**src/rtl/fetch_unit_if.sv**
```systemverilog
// fetch_unit_if: imem read handshake, redirect and decode handoff signals of the fetch stage.
interface fetch_unit_if;
  logic        imem_req;
  logic [31:0] imem_addr;
  logic        imem_gnt;
  logic        imem_rvalid;
  logic [31:0] imem_rdata;
  logic        redirect;
  logic [31:0] redirect_pc;
  logic        dec_valid;
  logic        dec_ready;
  logic [31:0] dec_pc;
  logic [31:0] dec_insn;
  modport master (
    output imem_req, imem_addr, dec_valid, dec_pc, dec_insn,
    input  imem_gnt, imem_rvalid, imem_rdata, redirect, redirect_pc, dec_ready
  );
  modport slave (
    input  imem_req, imem_addr, dec_valid, dec_pc, dec_insn,
    output imem_gnt, imem_rvalid, imem_rdata, redirect, redirect_pc, dec_ready
  );
endinterface

```
**src/rtl/fetch_unit.sv**
```systemverilog
// fetch_unit: PC + single-outstanding imem fetch into a small FIFO feeding decode.
// FETCH_PERF_CNT_EN adds perf_insn_cnt / perf_flush_cnt outputs.
module fetch_unit #(
  parameter logic [31:0] RESET_PC   = 32'h0040_0000,
  parameter int          FIFO_DEPTH = 2
) (
  input logic          clock,
  input logic          reset_n,
  fetch_unit_if.master bus
`ifdef FETCH_PERF_CNT_EN
  ,
  output logic [31:0]  perf_insn_cnt,
  output logic [31:0]  perf_flush_cnt
`endif
);
  localparam int AW = $clog2(FIFO_DEPTH);
  typedef enum logic [1:0] {IDLE, REQ, WAIT, DROP} state_e;
  state_e        state_q, state_d;
  logic [31:0]   pc_q, pc_d, addr_q;
  logic [AW-1:0] rd_q, wr_q;
  logic [AW:0]   cnt_q, cnt_d;
  logic [31:0]   fifo_pc_q   [FIFO_DEPTH];
  logic [31:0]   fifo_insn_q [FIFO_DEPTH];
  logic          hs, push, pop;
  // a request is only issued while a FIFO slot is free for its response
  assign bus.imem_req  = state_q == REQ && cnt_q != (AW+1)'(FIFO_DEPTH);
  assign bus.imem_addr = pc_q;
  assign bus.dec_valid = cnt_q != '0;
  assign bus.dec_pc    = bus.dec_valid ? fifo_pc_q[rd_q] : '0;
  assign bus.dec_insn  = bus.dec_valid ? fifo_insn_q[rd_q] : '0;
  assign hs   = bus.imem_req & bus.imem_gnt;
  assign push = state_q == WAIT & bus.imem_rvalid & ~bus.redirect;
  assign pop  = bus.dec_valid & bus.dec_ready & ~bus.redirect;
  always_comb begin
    state_d = state_q;
    unique case (state_q)
      IDLE:    state_d = bus.redirect ? IDLE : REQ;
      REQ:     state_d = hs ? (bus.redirect ? DROP : WAIT) : REQ;
      WAIT:    state_d = bus.imem_rvalid ? REQ : (bus.redirect ? DROP : WAIT);
      default: state_d = bus.imem_rvalid ? REQ : DROP;
    endcase
    pc_d  = bus.redirect ? bus.redirect_pc & ~32'h3 : hs ? pc_q + 32'd4 : pc_q;
    cnt_d = bus.redirect ? '0 : cnt_q + (AW+1)'(push) - (AW+1)'(pop);
  end
  always_ff @(posedge clock or negedge reset_n) begin
    if (!reset_n) begin
      state_q <= IDLE;
      pc_q    <= RESET_PC;
      addr_q  <= RESET_PC;
      rd_q    <= '0;
      wr_q    <= '0;
      cnt_q   <= '0;
    end else begin
      state_q <= state_d;
      pc_q    <= pc_d;
      cnt_q   <= cnt_d;
      if (hs) addr_q <= pc_q;
      rd_q <= bus.redirect ? '0 : rd_q + AW'(pop);
      wr_q <= bus.redirect ? '0 : wr_q + AW'(push);
    end
  end
  always_ff @(posedge clock) begin
    if (push) begin
      fifo_pc_q[wr_q]   <= addr_q;
      fifo_insn_q[wr_q] <= bus.imem_rdata;
    end
  end
`ifdef FETCH_PERF_CNT_EN
  logic [31:0] insn_cnt_q, flush_cnt_q;
  assign perf_insn_cnt  = insn_cnt_q;
  assign perf_flush_cnt = flush_cnt_q;
  always_ff @(posedge clock or negedge reset_n) begin
    if (!reset_n) begin
      insn_cnt_q  <= '0;
      flush_cnt_q <= '0;
    end else begin
      insn_cnt_q  <= insn_cnt_q + 32'(pop);
      flush_cnt_q <= flush_cnt_q + 32'(bus.redirect && (cnt_q != '0 || hs || state_q == WAIT || state_q == DROP));
    end
  end
`endif
endmodule

```
**src/flat_wrapper.sv**
```systemverilog
// flat-port wrapper written by rule: the top's interface ports become plain ports
module fetch_unit_flat 
#(
  parameter logic [31:0] RESET_PC   = 32'h0040_0000,
  parameter int          FIFO_DEPTH = 2
)
  (clock, reset_n, bus_imem_req, bus_imem_addr, bus_dec_valid, bus_dec_pc, bus_dec_insn, bus_imem_gnt, bus_imem_rvalid, bus_imem_rdata, bus_redirect, bus_redirect_pc, bus_dec_ready);
  fetch_unit_if bus_i ();
  input logic clock;
  input logic reset_n;
  output wire logic [$bits(bus_i.imem_req)-1:0] bus_imem_req;
  output wire logic [$bits(bus_i.imem_addr)-1:0] bus_imem_addr;
  output wire logic [$bits(bus_i.dec_valid)-1:0] bus_dec_valid;
  output wire logic [$bits(bus_i.dec_pc)-1:0] bus_dec_pc;
  output wire logic [$bits(bus_i.dec_insn)-1:0] bus_dec_insn;
  input wire logic [$bits(bus_i.imem_gnt)-1:0] bus_imem_gnt;
  input wire logic [$bits(bus_i.imem_rvalid)-1:0] bus_imem_rvalid;
  input wire logic [$bits(bus_i.imem_rdata)-1:0] bus_imem_rdata;
  input wire logic [$bits(bus_i.redirect)-1:0] bus_redirect;
  input wire logic [$bits(bus_i.redirect_pc)-1:0] bus_redirect_pc;
  input wire logic [$bits(bus_i.dec_ready)-1:0] bus_dec_ready;
  assign bus_imem_req = bus_i.imem_req;
  assign bus_imem_addr = bus_i.imem_addr;
  assign bus_dec_valid = bus_i.dec_valid;
  assign bus_dec_pc = bus_i.dec_pc;
  assign bus_dec_insn = bus_i.dec_insn;
  assign bus_i.imem_gnt = bus_imem_gnt;
  assign bus_i.imem_rvalid = bus_imem_rvalid;
  assign bus_i.imem_rdata = bus_imem_rdata;
  assign bus_i.redirect = bus_redirect;
  assign bus_i.redirect_pc = bus_redirect_pc;
  assign bus_i.dec_ready = bus_dec_ready;
  fetch_unit #(.RESET_PC(RESET_PC), .FIFO_DEPTH(FIFO_DEPTH)) u_core (.clock(clock), .reset_n(reset_n), .bus(bus_i));
endmodule
```
**config.mk**
```make
export PLATFORM = sky130hd
export DESIGN_NAME = fetch_unit_flat
export DESIGN_NICKNAME = d
export VERILOG_FILES = /design/src/rtl/fetch_unit_if.sv /design/src/rtl/fetch_unit.sv /design/src/flat_wrapper.sv
export SDC_FILE = /design/constraint.sdc
export NUM_CORES = 1
export LEC_CHECK = 0
export BUFFER_PORTS_ARGS = -buffer_cell sky130_fd_sc_hd__buf_2
export CORE_MARGIN = 3
export CORE_UTILIZATION = 46
export DETAILED_ROUTE_END_ITERATION = 6
export GPL_ROUTABILITY_DRIVEN = 0
export PLACE_DENSITY = 0.66
export SETUP_SLACK_MARGIN = 0.5
export SLEW_MARGIN = 40
export SYNTH_ARGS = -nofsm -noshare
export SYNTH_HDL_FRONTEND = slang
export SYNTH_SLANG_ARGS = --single-unit
```
**constraint.sdc**
```tcl
create_clock -name clock -period 3.7 [get_ports clock]
set_input_delay 0.555 -clock clock [delete_from_list [all_inputs] [get_ports clock]]
set_output_delay 0.555 -clock clock [all_outputs]
set_load 0.01 [all_outputs]
```
==> results.cfg <==
[status]
status = finished clean

[synthesis]
synth_adder_area_share = 0.00772
synth_seq_cells = 190
synth_top_family_by_area = simple AND/OR/NAND/NOR gates
syn-cell-area_sq_um = 8110
synth_mux_area_frac = 0.114
post_synth_xor_area_fraction = 0.00756
synth_cells = 617
synth-seq-area-share = 0.663
syn_area_per_cell_sq_um = 13.1
yosys.area_share.simple = 0.126
async_reset_ff_frac = 0.347
yosysWarningCount = 0
synth_edf_count = 124
ys_types = 46
synth_ff_type = edfxtp_1
synth_compound_area_frac = 0.0536

[timing]
final_max_slew_viol_count = 0
finClkSkew_ps = 6.30
hold_ws_ps = 77.0
rsz0062_at_grt = no
setup_violations = 0
max_slew_margin = 0.508
tightest_slew_ps = 732
fmax_ghz = 0.362
final_hold_viol_count = 0
min_period_ps = 2760
finalCritPeriodShare = 0.746
setup_tns_ps = 0

[detailed_routing]
wl_per_cell_um = 18.2
wl_mm = 18.3
ant_nets = 0
drt_iter0_drc = 450
routed_via_density = 5.55
post-route-drc-count = 0
vias = 5574
dr.pass1.iters = 5

[grt]
grt_pass1_vias = 5687
grt_max_degree = 51
antenna_found_initial = 0
grt_pass1_wl_mm = 29.7
globalRouteOverflowTotal = 0
grt_usage = 0.192

[power_and_ir_drop]
switching_power_mw = 1.37
p_leak_nw = 3.75
p_int_mw = 3.85
p_clk_frac = 0.339
ir_worst_vdd_mv = 0.362
swShare = 0.262
power_density_nw_per_um2 = 535
pwr-share-comb = 0.124
total_power_mw = 5.22
p_seq_frac = 0.537

[cells_and_area]
final_cell_area_sq_um = 9750
final_cell_mix = buf_2, edfxtp_1, nor2_1
antennaDiodeCount = 0
syn_to_final_growth_pct = 20.3
final_nets = 847
nFillCells = 1458
drive_gt1_frac = 0.308
multi_input_area_sq_um = 2560
final_cells = 1005
regArea_sq_um = 5380
layout_commonest_cell = buf_2

[clock_tree]
cts_buffer_depth = 2
clock_sinks = 190
clk_latency_ps = 430
cts_setup_buffers = 0
root_buffer = clkbuf_16
hold_buffers = 0
cts_resized = 0
cts_max_level = 4
cts_buffers = 17
cts_tree = done
clk_pin_slew_ps = 70

[placement]
post-place-cells = 973
dp_hpwl_mm = 12.5
place_area_sq_um = 9180
portBuffers = 161

[critical_path]
worst_r2r_path_depth = 4
endpoint_kind = primary output
startpoint_type = register
crit_type = reg -> out
cp.required_ps = 3140
critPathMaxStageDelay_ps = 830
worstPathCellList = buf_4 > mux2i_1 > nor2_1 > buf_2
reg2reg_slack_ps = 1300
slowest_stage = dfrtp_4
timing.rr.start = u_core.state_q[1]$_DFF_PN0_
cp.arrival_ps = 2210
crit_fanout = 34
worst_r2r_endpoint = u_core.bus.imem_addr[18]$_DFFE_PN0P_

[hold_path]
min_path_type = in -> async

[die]
dieArea_sq_um = 19200
die_w_um = 139
start_util = 0.479
core_area_sq_um = 16900
io_pins = 168
num_rows = 47
die-height_um = 139

[flow_run]
cap_violations = 0
[worst max-delay path, delay by kind of cell (launching register included)]
family / cells / cell delay (ps)
and+or+nand+nor: 1 / 70
muxes: 1 / 270
DFF: 1 / 830
buffers and inverters: 2 / 580
[cell usage after synthesis (3+ instances only)]
cell        n  share of area
mux2i_1    63          0.078
nand2b_1    3         0.0023
clkbuf_1   24          0.011
buf_4       4         0.0037
a21oi_1     5         0.0031
nand3_1    17          0.010
nor3_1      8         0.0049
nand2_1    38          0.018
nor3b_1     3         0.0028
or3_1       5         0.0039
ha_1        5         0.0077
mux2_2     26          0.036
nor4_1      6         0.0046
inv_1      11         0.0051
dfrtp_1    64           0.20
buf_1       8         0.0037
o21ai_0    16         0.0099
o311ai_0   13          0.014
nand4_1    13          0.010
o31ai_1     8         0.0074
nor2_1     84          0.039
nor4b_1     3         0.0032
or2_2       4         0.0031
nor2b_1     7         0.0054
and3_1      7         0.0054
or4_1       9         0.0083
a31oi_1    12         0.0093
edfxtp_1  124           0.46
xnor2_1     5         0.0054
[worst max-delay path by stage]
stage | from | cells past startpoint | endpoint | slack (ps)
finish | u_core.rd_q$_DFF_PN0_ | 4 | bus_dec_insn[5] | 940
global route | u_core.cnt_q[1]$_DFF_PN0_ | 4 | bus_dec_insn[21] | 780
CTS | u_core.cnt_q[1]$_DFF_PN0_ | 4 | bus_dec_pc[24] | 900
detailed placement | bus_redirect | 6 | u_core.bus.imem_addr[8]$_DFFE_PN0P_ | 1260
global placement | bus_redirect | 5 | u_core.fifo_insn_q[0][2]$_DFFE_PP_ | 1280
floorplan | bus_redirect | 4 | u_core.fifo_insn_q[1][0]$_DFFE_PP_ | 290
[power by group through the flow]
stage	combinational, mW	sequential (mW)	clock (mW)
6_report	0.647	2.80	1.77
5_1_grt	0.722	2.83	1.91
4_1_cts	0.654	2.80	1.80
3_5_place_dp	0.651	2.84	0
2_1_floorplan	0.439	2.78	0
3_3_place_gp	0.630	2.82	0
[cell families after synthesis]
logic type,count (synthesis)
flip-flops,190
buffers and inverters,50
other,1
AO/OA/AOI/OAI,63
XOR/XNOR,7
AND/OR/NAND/NOR,212
multiplexers,89
adder cells (fa/ha/maj),5
[metrics by stage]
step           setup WS (ps)  utilization
2_1_floorplan            293            -
3_3_place_gp            1280        0.541
3_5_place_dp            1260        0.542
4_1_cts                  896        0.576
5_1_grt                  779        0.576
6_report                 939        0.576
[sequential cells by signal, indices dropped and copies added (netlist names)]
| signal | count |
|---|---|
| u_core.bus.imem_addr | 30 |
| u_core.addr_q | 30 |
| u_core.state_q | 2 |
| u_core.cnt_q | 2 |
| u_core.fifo_pc_q | 60 |
| u_core.wr_q | 1 |
| u_core.fifo_insn_q | 64 |
| u_core.rd_q | 1 |
[area by class of cell]
type                       instances  area share
sequential                       190       0.552
multi-input combinational        380       0.263
timing repair buffer             172      0.0937
clock buffer                      18      0.0440
tap                              220      0.0282
clock inverter                    14      0.0146
inverter                          11     0.00424
[layer usage]
metal	share of wire	vias to the layer above	global-route usage
li1	-	2604	-
met5	0	-	0
met2	0.49	240	0.316
met3	0.065	38	0.0431
met4	0.022	0	0.0798
met1	0.42	2692	0.250
No activity file was read; power rests on OpenSTA's default activity.
